==> src/rtl/accum_window_ctrl_pkg.sv <==
// Shared types and helpers for the convolution window accumulator.
// The saturating add is only referenced when ACC_SATURATE_EN is defined.
package accum_window_ctrl_pkg;

   typedef enum logic [1:0] {
      StIdle,
      StAccum,
      StOut,
      StFin
   } state_e;

   localparam int unsigned AccWidthDefault = 32;
   localparam int unsigned TapsDefault     = 9;

   // Unsigned add clamped to 2^width-1; operands must already fit in width bits (width <= 64).
   function automatic logic [63:0] sat_add(input logic [63:0] a,
                                           input logic [63:0] b,
                                           input int unsigned width);
      logic [64:0] sum;
      logic [64:0] max_val;
      sum     = {1'b0, a} + {1'b0, b};
      max_val = (65'd1 << width) - 65'd1;
      return (sum > max_val) ? max_val[63:0] : sum[63:0];
   endfunction

endpackage

==> src/rtl/accum_window_ctrl_if.sv <==
// Job control plus product-in / window-sum-out handshake bundle for accum_window_ctrl.
interface accum_window_ctrl_if #(
   parameter int unsigned DATA_BITWIDTH = 8,
   parameter int unsigned ACC_WIDTH     = 32,
   parameter int unsigned WIN_CNT_WIDTH = 16
);

   logic                     start;
   logic [WIN_CNT_WIDTH-1:0] num_windows;
   logic                     busy;
   logic                     done;

   logic [DATA_BITWIDTH-1:0] din;
   logic                     din_valid;
   logic                     din_ready;

   logic [ACC_WIDTH-1:0]     dout;
   logic                     dout_valid;
   logic                     dout_ready;

   logic [WIN_CNT_WIDTH-1:0] win_idx;

   // Upstream/downstream side that drives the job and the data streams.
   modport master (
      output start, num_windows, din, din_valid, dout_ready,
      input  busy, done, din_ready, dout, dout_valid, win_idx
   );

   // The accumulator controller.
   modport slave (
      input  start, num_windows, din, din_valid, dout_ready,
      output busy, done, din_ready, dout, dout_valid, win_idx
   );

endinterface

==> src/rtl/accum_window_ctrl_datapath.sv <==
// Partial-sum register and adder; wraps by default, saturates when ACC_SATURATE_EN is defined.
module accum_datapath
   import accum_window_ctrl_pkg::*;
#(
   parameter int unsigned DATA_BITWIDTH = 8,
   parameter int unsigned ACC_WIDTH     = AccWidthDefault
) (
   input  logic                     clk,
   input  logic                     rstN,
   input  logic                     clr,
   input  logic                     en,
   input  logic [DATA_BITWIDTH-1:0] din,
   output logic [ACC_WIDTH-1:0]     psum
);

   logic [ACC_WIDTH-1:0] psum_q;
   logic [ACC_WIDTH-1:0] psum_d;
   logic [ACC_WIDTH-1:0] sum;

`ifdef ACC_SATURATE_EN
   assign sum = ACC_WIDTH'(sat_add(64'(psum_q), 64'(din), ACC_WIDTH));
`else
   assign sum = psum_q + ACC_WIDTH'(din);
`endif

   // clr wins over en so a new window never inherits a beat from the old one.
   always_comb begin
      psum_d = psum_q;
      if (clr) begin
         psum_d = '0;
      end else if (en) begin
         psum_d = sum;
      end
   end

   always_ff @(posedge clk or negedge rstN) begin
      if (!rstN) begin
         psum_q <= '0;
      end else begin
         psum_q <= psum_d;
      end
   end

   assign psum = psum_q;

endmodule

==> src/rtl/accum_window_ctrl.sv <==
// Window sequencer: accumulates TAPS products per window over num_windows windows.
// Optional ACC_SATURATE_EN selects saturating accumulation inside accum_datapath.
module accum_window_ctrl
   import accum_window_ctrl_pkg::*;
#(
   parameter int unsigned DATA_BITWIDTH = 8,
   parameter int unsigned ACC_WIDTH     = AccWidthDefault,
   parameter int unsigned TAPS          = TapsDefault,
   parameter int unsigned WIN_CNT_WIDTH = 16
) (
   input logic               clk,
   input logic               rstN,
   accum_window_ctrl_if.slave bus
);

   localparam int unsigned TapW = $clog2(TAPS + 1);

   state_e                   state_q, state_d;
   logic [TapW-1:0]          tap_cnt_q, tap_cnt_d;
   logic [WIN_CNT_WIDTH-1:0] win_idx_q, win_idx_d;
   logic [WIN_CNT_WIDTH-1:0] num_win_q, num_win_d;
   logic                     acc_clr;
   logic                     acc_en;
   logic [ACC_WIDTH-1:0]     psum;

   assign acc_en = (state_q == StAccum) && bus.din_valid;

   always_comb begin
      state_d   = state_q;
      tap_cnt_d = tap_cnt_q;
      win_idx_d = win_idx_q;
      num_win_d = num_win_q;
      acc_clr   = 1'b0;
      case (state_q)
         StIdle: begin
            if (bus.start) begin
               if (bus.num_windows != '0) begin
                  num_win_d = bus.num_windows;
                  tap_cnt_d = '0;
                  win_idx_d = '0;
                  acc_clr   = 1'b1;
                  state_d   = StAccum;
               end else begin
                  state_d = StFin;
               end
            end
         end
         StAccum: begin
            if (bus.din_valid) begin
               tap_cnt_d = tap_cnt_q + TapW'(1);
               if (tap_cnt_q == TapW'(TAPS - 1)) begin
                  state_d = StOut;
               end
            end
         end
         StOut: begin
            if (bus.dout_ready) begin
               tap_cnt_d = '0;
               acc_clr   = 1'b1;
               if (win_idx_q == (num_win_q - WIN_CNT_WIDTH'(1))) begin
                  state_d = StFin;
               end else begin
                  win_idx_d = win_idx_q + WIN_CNT_WIDTH'(1);
                  state_d   = StAccum;
               end
            end
         end
         StFin: begin
            state_d = StIdle;
         end
         default: begin
            state_d = StIdle;
         end
      endcase
   end

   always_ff @(posedge clk or negedge rstN) begin
      if (!rstN) begin
         state_q   <= StIdle;
         tap_cnt_q <= '0;
         win_idx_q <= '0;
         num_win_q <= '0;
      end else begin
         state_q   <= state_d;
         tap_cnt_q <= tap_cnt_d;
         win_idx_q <= win_idx_d;
         num_win_q <= num_win_d;
      end
   end

   accum_datapath #(
      .DATA_BITWIDTH(DATA_BITWIDTH),
      .ACC_WIDTH    (ACC_WIDTH)
   ) u_datapath (
      .clk (clk),
      .rstN(rstN),
      .clr (acc_clr),
      .en  (acc_en),
      .din (bus.din),
      .psum(psum)
   );

   // All status outputs decode the registered state, so they are glitch-free and reset to 0.
   assign bus.busy       = (state_q == StAccum) || (state_q == StOut);
   assign bus.done       = (state_q == StFin);
   assign bus.din_ready  = (state_q == StAccum);
   assign bus.dout_valid = (state_q == StOut);
   assign bus.dout       = psum;
   assign bus.win_idx    = win_idx_q;

endmodule

==> src/flat_wrapper.sv <==
// flat-port wrapper written by rule: the top's interface ports become plain ports
module accum_window_ctrl_flat import accum_window_ctrl_pkg::*;
#(
   parameter int unsigned DATA_BITWIDTH = 8,
   parameter int unsigned ACC_WIDTH     = AccWidthDefault,
   parameter int unsigned TAPS          = TapsDefault,
   parameter int unsigned WIN_CNT_WIDTH = 16
)
  (clk, rstN, bus_start, bus_num_windows, bus_din, bus_din_valid, bus_dout_ready, bus_busy, bus_done, bus_din_ready, bus_dout, bus_dout_valid, bus_win_idx);
  accum_window_ctrl_if #(.DATA_BITWIDTH(DATA_BITWIDTH), .ACC_WIDTH(ACC_WIDTH), .WIN_CNT_WIDTH(WIN_CNT_WIDTH)) bus_i ();
  input logic clk;
  input logic rstN;
  input wire logic [$bits(bus_i.start)-1:0] bus_start;
  input wire logic [$bits(bus_i.num_windows)-1:0] bus_num_windows;
  input wire logic [$bits(bus_i.din)-1:0] bus_din;
  input wire logic [$bits(bus_i.din_valid)-1:0] bus_din_valid;
  input wire logic [$bits(bus_i.dout_ready)-1:0] bus_dout_ready;
  output wire logic [$bits(bus_i.busy)-1:0] bus_busy;
  output wire logic [$bits(bus_i.done)-1:0] bus_done;
  output wire logic [$bits(bus_i.din_ready)-1:0] bus_din_ready;
  output wire logic [$bits(bus_i.dout)-1:0] bus_dout;
  output wire logic [$bits(bus_i.dout_valid)-1:0] bus_dout_valid;
  output wire logic [$bits(bus_i.win_idx)-1:0] bus_win_idx;
  assign bus_i.start = bus_start;
  assign bus_i.num_windows = bus_num_windows;
  assign bus_i.din = bus_din;
  assign bus_i.din_valid = bus_din_valid;
  assign bus_i.dout_ready = bus_dout_ready;
  assign bus_busy = bus_i.busy;
  assign bus_done = bus_i.done;
  assign bus_din_ready = bus_i.din_ready;
  assign bus_dout = bus_i.dout;
  assign bus_dout_valid = bus_i.dout_valid;
  assign bus_win_idx = bus_i.win_idx;
  accum_window_ctrl #(.DATA_BITWIDTH(DATA_BITWIDTH), .ACC_WIDTH(ACC_WIDTH), .TAPS(TAPS), .WIN_CNT_WIDTH(WIN_CNT_WIDTH)) u_core (.clk(clk), .rstN(rstN), .bus(bus_i));
endmodule
==> config.mk <==
export PLATFORM = sky130hd
export DESIGN_NAME = accum_window_ctrl_flat
export DESIGN_NICKNAME = d
export VERILOG_FILES = /design/src/rtl/accum_window_ctrl_pkg.sv /design/src/rtl/accum_window_ctrl_if.sv /design/src/rtl/accum_window_ctrl_datapath.sv /design/src/rtl/accum_window_ctrl.sv /design/src/flat_wrapper.sv
export SDC_FILE = /design/constraint.sdc
export NUM_CORES = 1
export LEC_CHECK = 0
export CELL_PAD_IN_SITES_DETAIL_PLACEMENT = 0
export CELL_PAD_IN_SITES_GLOBAL_PLACEMENT = 1
export CORE_ASPECT_RATIO = 1.4
export CORE_MARGIN = 4
export CORE_UTILIZATION = 40
export CTS_CLUSTER_DIAMETER = 30
export CTS_CLUSTER_SIZE = 10
export DETAILED_ROUTE_END_ITERATION = 10
export PLACE_DENSITY = 0.78
export SYNTH_ARGS = -nofsm -noshare
export SYNTH_HDL_FRONTEND = slang
export SYNTH_SLANG_ARGS = --single-unit
==> constraint.sdc <==
create_clock -name clk -period 3.39 [get_ports clk]
set_input_delay 0.5085 -clock clk [delete_from_list [all_inputs] [get_ports clk]]
set_output_delay 0.5085 -clock clk [all_outputs]
set_load 0.05 [all_outputs]
==> results.py, run 1 <==
metrics = {
    "floorplan": {
        "start_util_pct": 40.7,
        "io_pins": 81,
        "die-area_um2": 12800,
        "fp-row-count": 45,
        "die_h_um": 132,
        "core_um2": 10800,
        "fp.dieW_um": 96.7,
    },
    "clock_tree": {
        "cts.sinks": 70,
        "cts_made_buffers": 9,
        "clockBufferDepth": 2,
        "cts.repair.resized": 0,
        "clk_pin_slew_ps": 60,
        "h-tree-depth": 3,
        "clock_latency_ps": 340,
        "clockRootBuffer": "clkbuf_16",
        "cts.hold.buffers_added": 0,
        "cts_setup_buffers": 0,
        "cts_tree": "yes",
    },
    "detailed_routing": {
        "drtPass1Iterations": 4,
        "via_count": 3823,
        "vias_per_cell": 5.49,
        "ant_nets": 0,
        "drt_iter0_drc": 117,
        "wl_per_cell_um": 16.2,
        "drc": 0,
        "drt_wl_total_um": 11200,
    },
    "cells_and_area": {
        "num_antenna_cells": 0,
        "final_cells": 696,
        "fillCellCount": 1014,
        "final_nets": 596,
        "multi_input_area_um2": 2480,
        "finalCoreUtilization_pct": 52.5,
        "seqCellArea_um2": 1750,
        "drive_above_1_share_pct": 12.3,
        "area_growth_pct": 28.9,
    },
    "synth": {
        "synth-edff-count": 0,
        "synth_ff_type": "dfrtp_1",
        "netlist_area_um2": 4400,
        "yosysSeqAreaShare_pct": 39.8,
        "syn_avg_cell_area_um2": 9.45,
        "synthTopCellsByArea": "dfrtp_1, xnor2_1, ha_1, mux2_2, nand2_1",
        "synth_top_area_share_pct": 39.8,
        "yosysMostFrequentCell": "dfrtp_1",
        "yosysTopAreaCell": "dfrtp_1",
        "synth_nets": 512,
        "yosys_warnings": 0,
        "synthArstFlopShare_pct": 100,
        "netlist_instances": 466,
        "ys_seq_elements": 70,
        "ys_types": 63,
        "synthTopCellsByCount": "dfrtp_1, nand2_1, nor2_1",
    },
    "timing": {
        "fmax_ghz": 0.349,
        "finalHoldViolCount": 0,
        "finalSetupViolations": 0,
        "fin_tns_setup_ps": 0,
        "rsz0062_at_grt": "false",
        "timing.slew.headroom_pct": 38.2,
        "clock_skew_ps": 7.17,
        "finalMaxSlewViolations": 0,
        "period_needed_ps": 2870,
        "worstMarginPinSlew_ps": 927,
        "period_share_pct": 84.6,
    },
    "worst_hold_path": {
        "hold_class": "in2async",
    },
    "worst_setup_path": {
        "end_kind": "flop",
        "crit_arrival_ps": 3060,
        "worst_ep_required_time_ps": 3590,
        "cp-start-kind": "flop",
        "path_cells": "inv_1 > ha_1 > nor4b_4 > nand2_1 > xor2_1 > o211ai_2 > a2111oi_4 > or2_1 > o21ai_0",
        "crit_type": "reg2reg",
        "worst_path_largest_cell_delay_ps": 540,
        "crit_path_max_fanout": 10,
        "crit_slowest_cell": "a2111oi_4",
    },
    "place": {
        "place_congestion": 0.801,
        "hpwl_um": 8200,
        "dp_cells": 680,
        "io_buffers": 80,
    },
    "global_route": {
        "grt_pass1_vias": 3858,
        "grt_usage_pct": 18.2,
        "antenna_found_initial": 0,
        "grt_max_degree": 71,
        "grt_overflow_total": 0,
        "grt_pass1_wl_um": 19100,
    },
    "pwr": {
        "power_mw": 4.06,
        "leakage_nw": 2.30,
        "p_per_area_nw_per_um2": 715,
        "vdd_drop_max_mv": 0.414,
    },
    "status": {
        "status": "finished, final reports clean",
    },
    "run": {
        "cap_viol_max_count": 0,
    },
}
[power breakdown]
part / total, mW / switching (mW) / leakage [nW] / internal, mW
clock network: 1.03 / 0.381 / 0.156 / 0.646
logic: 1.77 / 1.05 / 1.22 / 0.720
registers: 1.26 / 0.255 / 0.930 / 1.01
total: 4.06 / 1.69 / 2.30 / 2.37
[placed cells by master, fill, tap and decap left out, drive strengths merged, types with 4 or more instances in the layout]
cell type,synthesis,layout
inv,12,12
o21ai,20,20
or3,9,9
nor4b,4,4
clkdlybuf4s50,0,79
xor2,13,13
nand3,21,21
o31ai,18,18
nand2,48,48
or2,8,8
clkinv,0,4
xnor2,35,35
buf,8,15
clkbuf,13,9
nor2b,4,4
mux2,16,16
a22o,9,9
nor2,42,42
nand4,8,8
dfrtp,70,70
and2,6,6
and3,7,7
nor4,11,11
ha,16,16
a21oi,19,19
nor3,15,15
[state kept, by name, summed over array words and instances (netlist names)]
register and cells:
u_core.u_datapath.psum 32, u_core.bus.win_idx 16, u_core.num_win_q 16, u_core.tap_cnt_q 4, u_core.state_q 2
[logic make-up (layout without fill, tap and decap cells)]
kind of cell	count (synthesis)	count (layout)	share of synthesized area (%)
simple gates	194	194	23.3
compound gates	87	87	14.2
xor+xnor	48	48	9.55
flops	70	70	39.8
buf+inv	33	122	3.89
fa+ha+maj	17	17	5.00
mux	17	17	4.32
[worst paths after layout]
path	from	end	slack, ps	cells after the start
max	u_core.num_win_q[0]	u_core.bus.win_idx[1]	520	9
max in group asynchronous	rstN	u_core.u_datapath.psum[31]	2400	2
min	rstN	u_core.bus.win_idx[8]	390	2
max reg2reg	u_core.num_win_q[0]	u_core.bus.win_idx[1]	520	9
min reg2reg	u_core.tap_cnt_q[3]	u_core.tap_cnt_q[3]	490	1
min in group clk	u_core.tap_cnt_q[3]	u_core.tap_cnt_q[3]	490	1
[cell type report]
| class | count | share of cell area, % |
|---|---|---|
| Clock buffer | 9 | 3.97 |
| Tap cell | 141 | 3.11 |
| Inverter | 12 | 0.793 |
| Timing Repair Buffer | 94 | 15.9 |
| Clock inverter | 7 | 1.74 |
| Multi-Input combinational cell | 363 | 43.7 |
| Sequential cell | 70 | 30.8 |
[routing by layer]
metal  wire length (um)  GRT usage, %  vias to the layer above
met3                579          4.82                       25
met4                317          7.57                        0
met2               5810          31.8                      102
met5                  0             0                        -
met1               4540          20.8                     1852
li1                   -             -                     1844
[worst max-delay path, delay by kind of cell, from the launching register on]
kind	cells	cell delay, ps
compound gates	3	820
xor+xnor	1	200
fa+ha+maj	1	190
buf+inv	1	80
flops	1	440
simple gates	3	980
[stage by stage]
step | setup WS [ps] | hold WS, ps | area [um2]
after floorplan | 519 | 213 | 4400
after global placement | 462 | 470 | 5360
after detailed placement | 394 | 491 | 5360
after CTS | 528 | 430 | 5680
after global routing | 320 | 473 | 5680
final | 523 | 387 | 5680
No activity file was read; power rests on OpenSTA's default activity.
==> run 2, diff against run 1 <==
clock period = 2.9 ns   (was 3.39 ns; I/O delays follow)
==> run 2 against run 1 <==
Register-to-register slack lost 260 ps; clock power grew 18%; setup slack lost 280 ps; die area is the same; global-route usage shrank 0.066 points; sequential power grew 16%; count of clock-buffer cells in the layout grew 2; critical path type is now reg2out.
==> results.py, run 2 (synthesized netlist as in run 1, its figures left out) <==
metrics = {
    "worst_setup_path": {
        "worst_ep_required_time_ps": 2470,
        "worst_path_largest_cell_delay_ps": 840,
        "crit_arrival_ps": 2220,
        "path_cells": "inv_1 > ha_1 > buf_4 > clkdlybuf4s50_1",
        "crit_slowest_cell": "clkdlybuf4s50_1",
        "crit_path_max_fanout": 17,
        "cp-start-kind": "flop",
        "crit_type": "reg2out",
        "end_kind": "primary output",
    },
    "global_route": {
        "grt_overflow_total": 0,
        "busiest_layer": "met2",
        "met2_usage_pct": 33.7,
        "grt_usage_pct": 18.1,
        "grt_max_degree": 44,
        "met3_usage_pct": 3.71,
        "grt_pass1_vias": 4011,
        "antenna_found_initial": 0,
        "grt_pass1_wl_um": 19200,
        "gr-usage-met1_pct": 20.1,
    },
    "place": {
        "place_congestion": 0.800,
        "pre_cts_ws_ps": 71.5,
        "place_area_um2": 5440,
        "io_buffers": 80,
        "hpwl_um": 8540,
    },
    "cells_and_area": {
        "postLayoutCellArea_um2": 5780,
        "final_cell_mix": "clkdlybuf4s50_1, dfrtp_1, nand2_1, nor2_1, xnor2_1",
        "area_growth_pct": 31.2,
        "num_antenna_cells": 0,
        "final_nets": 606,
        "final_common_cell": "clkdlybuf4s50_1",
        "drive_above_1_share_pct": 13.8,
        "largest_reg_flops": 32,
    },
    "pwr": {
        "vdd_drop_max_mv": 0.394,
        "p_int_mw": 2.86,
        "leakage_nw": 2.36,
        "p_seq_share_pct": 30.5,
        "combPwrFrac_pct": 44.0,
        "power_mw": 4.80,
        "p_sw_mw": 1.94,
        "swShare_pct": 40.4,
        "p_clk_share_pct": 25.5,
        "p_per_area_nw_per_um2": 831,
    },
    "detailed_routing": {
        "drtPass1Iterations": 4,
        "wl_per_cell_um": 15.9,
        "vias_per_cell": 5.34,
        "drc": 0,
        "drt_iter0_drc": 102,
        "via_count": 3771,
        "ant_nets": 0,
        "drt_wl_total_um": 11200,
    },
    "clock_tree": {
        "clockBufferDepth": 2,
        "cts_tree": "yes",
        "cts.repair.resized": 0,
        "cts_setup_buffers": 0,
        "clock_latency_ps": 330,
        "cts.hold.buffers_added": 0,
        "cts_made_buffers": 9,
        "clockRootBuffer": "clkbuf_16",
        "cts.sinks": 70,
        "h-tree-depth": 3,
        "clk_pin_slew_ps": 60,
    },
    "timing": {
        "rsz0062_at_grt": "false",
        "clock_skew_ps": 4.98,
        "finalMaxSlewViolations": 0,
        "finalHoldViolCount": 0,
        "whs_ps": 137,
        "worstMarginPinSlew_ps": 673,
        "fin_tns_setup_ps": 0,
        "timing.slew.headroom_pct": 55.1,
        "period_share_pct": 91.6,
        "period_needed_ps": 2660,
        "fmax_ghz": 0.377,
        "worst_slack_ps": 244,
        "finalSetupViolations": 0,
    },
    "floorplan": {
        "fp.dieW_um": 96.7,
        "start_util_pct": 40.7,
        "io_pins": 81,
        "fp-row-count": 45,
        "die_h_um": 132,
        "core_um2": 10800,
        "die-area_um2": 12800,
    },
    "worst_hold_path": {
        "hold_class": "in2async",
    },
    "status": {
        "status": "finished, final reports clean",
    },
    "run": {
        "cap_viol_max_count": 0,
    },
}
run 2: cell count changes in the layout (fill, tap and decap cells not counted), sizes merged:
cell / previous run / this run
buf: 15 / 25
clkbuf: 9 / 11
clkinv: 4 / 2
run 2: worst max-delay path, delay by kind of cell (launching register included):
family	cells	cell delay, ps
buf+inv	3	1190
flops	1	420
fa+ha+maj	1	260
run 2: through the flow:
stage	std cells	util, %
after floorplan	466	-
after global placement	690	50.3
after detailed placement	690	50.3
after CTS	706	53.4
after global routing	706	53.4
final	706	53.4
run 2: per-layer routing:
layer / wire (um) / vias up
met4: 196 / 0
met1: 4470 / 1836
met2: 6140 / 67
li1: - / 1854
met5: 0 / -
met3: 414 / 14
run 2: cell type report:
cell class              count  area, um2
repair buffers            104        988
inverters                  12       45.0
clock buffers              11        253
flip-flops and latches     70       1750
well taps                 141        176
multi-input cells         363       2480
fillers                  1043       5030
clock inverters             5       81.3
run 2: power by group through the flow:
stage | clock, mW | sequential (mW) | combinational, mW
floorplan | 0 | 1.57 | 1.43
global placement | 0 | 1.47 | 2.08
detailed placement | 0 | 1.48 | 2.12
CTS | 1.25 | 1.47 | 2.13
global route | 1.29 | 1.49 | 2.33
finish | 1.22 | 1.46 | 2.11
run 2: path summary, 6_finish.rpt:
path                                     start                         end  slack (ps)  depth (start not counted)
min                                       rstN       u_core.bus.win_idx[4]         140                          1
max in group asynchronous                 rstN  u_core.u_datapath.psum[26]        2090                          2
min in group clk           u_core.tap_cnt_q[3]         u_core.tap_cnt_q[3]         490                          1
max                          u_core.state_q[0]              bus_dout_valid         240                          4
max reg2reg                u_core.num_win_q[1]      u_core.bus.win_idx[13]         260                         10
min reg2reg                u_core.tap_cnt_q[3]         u_core.tap_cnt_q[3]         490                          1
==> run 3, diff against run 2 <==
CORE_UTILIZATION = 41   (was 40)
PLACE_DENSITY = 0.79   (was 0.78)
SYNTH_HIERARCHICAL = 1   (was unset)
==> run 3 against run 2 <==
Flip-flop and latch count unchanged; synthesized area up 10%; cell count up 12%; clock power about the same; count of clock-buffer cells in the layout down 1; sequential share of layout area down 3.6 points; die area up 6.9%; global-route usage up 1.7 points; sequential power down 5%; largest power group unchanged.
==> results.py, run 3 <==
metrics = {
    "status": {
        "status": "finished, final reports clean",
    },
    "timing": {
        "worst_slack_ps": 54.9,
        "rsz0062_at_grt": "true",
        "worstMarginPinSlew_ps": 940,
        "fin_tns_setup_ps": 0,
        "timing.slew.headroom_pct": 37.3,
        "period_needed_ps": 2850,
        "finalSetupViolations": 0,
        "fmax_ghz": 0.351,
        "period_share_pct": 98.1,
        "clock_skew_ps": 4.36,
        "finalHoldViolCount": 0,
        "finalMaxSlewViolations": 0,
    },
    "place": {
        "dp_cells": 768,
        "io_buffers": 80,
        "place_congestion": 0.820,
        "hpwl_um": 9340,
        "pre_cts_ws_ps": -367,
    },
    "synth": {
        "yosysSeqAreaShare_pct": 36.1,
        "synth_top_area_share_pct": 36.1,
        "synthTopCellsByCount": "dfrtp_1, nand2_1, nor2_1",
        "netlist_area_um2": 4850,
        "synth_nets": 575,
        "netlist_instances": 529,
        "yosysMostFrequentCell": "dfrtp_1",
        "yosys_warnings": 6,
        "ys_types": 64,
        "synthTopCellsByArea": "dfrtp_1, mux2_2, o21ai_0, ha_1, nand2_1",
        "syn_avg_cell_area_um2": 9.17,
        "yosysTopAreaCell": "dfrtp_1",
        "synthArstFlopShare_pct": 100,
        "synth-edff-count": 0,
        "ys_seq_elements": 70,
        "synth_ff_type": "dfrtp_1",
    },
    "detailed_routing": {
        "drt_wl_total_um": 13000,
        "wl_per_cell_um": 16.4,
        "vias_per_cell": 5.58,
        "drc": 0,
        "drt_iter0_drc": 216,
        "wl_met2_um": 6810,
        "via_count": 4419,
        "routed.top_layer": "met4",
        "wl_met3_um": 514,
        "ant_nets": 0,
        "wl_met1_um": 5350,
        "drtPass1Iterations": 4,
    },
    "cells_and_area": {
        "drive_above_1_share_pct": 22.7,
        "final_cell_mix": "clkdlybuf4s50_1, dfrtp_1, nand2_1, nor2_1, buf_4",
        "fillCellCount": 1027,
        "num_antenna_cells": 0,
        "final_nets": 689,
        "finalCoreUtilization_pct": 57.2,
        "final_common_cell": "clkdlybuf4s50_1",
        "area_growth_pct": 35.1,
        "largest_reg_flops": 32,
        "final_cells": 792,
    },
    "global_route": {
        "grt_max_degree": 71,
        "grt_overflow_total": 0,
        "grt_pass1_wl_um": 21700,
        "grt_usage_pct": 19.8,
        "antenna_found_initial": 0,
        "grt_pass1_vias": 4426,
    },
    "clock_tree": {
        "clk_pin_slew_ps": 60,
        "clockRootBuffer": "clkbuf_16",
        "cts_made_buffers": 9,
        "cts.hold.buffers_added": 0,
        "h-tree-depth": 3,
        "clockBufferDepth": 2,
        "cts.sinks": 70,
        "clock_latency_ps": 330,
        "cts_tree": "yes",
    },
    "worst_setup_path": {
        "crit_path_max_fanout": 8,
        "end_kind": "flop",
        "crit_arrival_ps": 3090,
        "cp-start-kind": "flop",
        "crit_type": "reg2reg",
        "worst_ep_required_time_ps": 3140,
    },
    "worst_hold_path": {
        "hold_class": "in2async",
    },
    "floorplan": {
        "die-area_um2": 13700,
        "io_pins": 81,
        "fp.dieW_um": 99.9,
        "start_util_pct": 42.3,
        "core_um2": 11500,
        "die_h_um": 137,
        "fp-row-count": 46,
    },
    "pwr": {
        "leakage_nw": 2.72,
        "vdd_drop_max_mv": 0.366,
        "p_per_area_nw_per_um2": 757,
    },
    "run": {
        "cap_viol_max_count": 0,
    },
}
## run 3: layout make-up
class,instances,area (um2),share of cell area (%)
clock inverter,6,85.1,1.30
sequential,70,1750,26.8
tap,144,180,2.75
multi-input combinational,410,3020,46.1
timing repair buffer,127,1180,18.0
clock buffer,10,239,3.65
inverter,25,93.8,1.43
## run 3: worst paths after layout
check / start / to / slack [ps] / cells after the start
worst max-delay path: u_core/num_win_q[6] / u_core/bus.win_idx[14] / 50 / 9
worst min-delay path: rstN / u_core/u_datapath/psum[3] / 320 / 2
worst max register to register: u_core/num_win_q[6] / u_core/bus.win_idx[14] / 50 / 9
worst min register to register: u_core/tap_cnt_q[3] / u_core/tap_cnt_q[3] / 480 / 1
max in group asynchronous: rstN / u_core/num_win_q[6] / 1910 / 2
min in group clk: u_core/tap_cnt_q[3] / u_core/tap_cnt_q[3] / 480 / 1
## run 3: cells by family after synthesis
logic type | after synthesis | share of synthesized area (%)
fa+ha+maj | 17 | 4.54
flops | 70 | 36.1
buf+inv | 49 | 4.62
compound gates | 125 | 18.5
xor+xnor | 19 | 3.43
simple gates | 205 | 22.7
mux | 44 | 10.1
## run 3: metal layers
layer | vias to the layer above | track usage (%)
li1 | 2127 | -
met1 | 2152 | 24.1
met2 | 119 | 34.3
met3 | 21 | 3.88
met4 | 0 | 7.52
met5 | - | 0
## run 3: worst max-delay path, cell delays in order, from the launching register on
cell and delay (ps):
dfrtp_2 440, or4_4 600, nor4_4 280, nand2_2 120, mux2_4 220, a21boi_2 60, o2111a_1 250, or3_4 430
buf_12 180, o31ai_4 170
## run 3: metrics by stage
stage / power [mW] / hold slack [ps] / area (um2)
CTS: 4.89 / 361 / 6410
global placement: 3.56 / 474 / 6000
finish: 4.96 / 319 / 6550
floorplan: 2.93 / 139 / 4850
global route: 5.30 / 416 / 6550
detailed placement: 3.60 / 477 / 6000
## run 3: what timing repair did
item / in CTS / in global routing
pin swaps: 3 / 19
cloned: 1 / 0
setup buffers: 3 / 6
resized for setup: 10 / 31
setup endpoints to repair: 12 / 25
## run 3: power by group
| group | switching, mW | total (mW) | internal, mW |
|---|---|---|---|
| registers | 0.221 | 1.39 | 1.17 |
| logic | 1.36 | 2.35 | 0.995 |
| clock network | 0.444 | 1.22 | 0.774 |
| total | 2.02 | 4.96 | 2.94 |
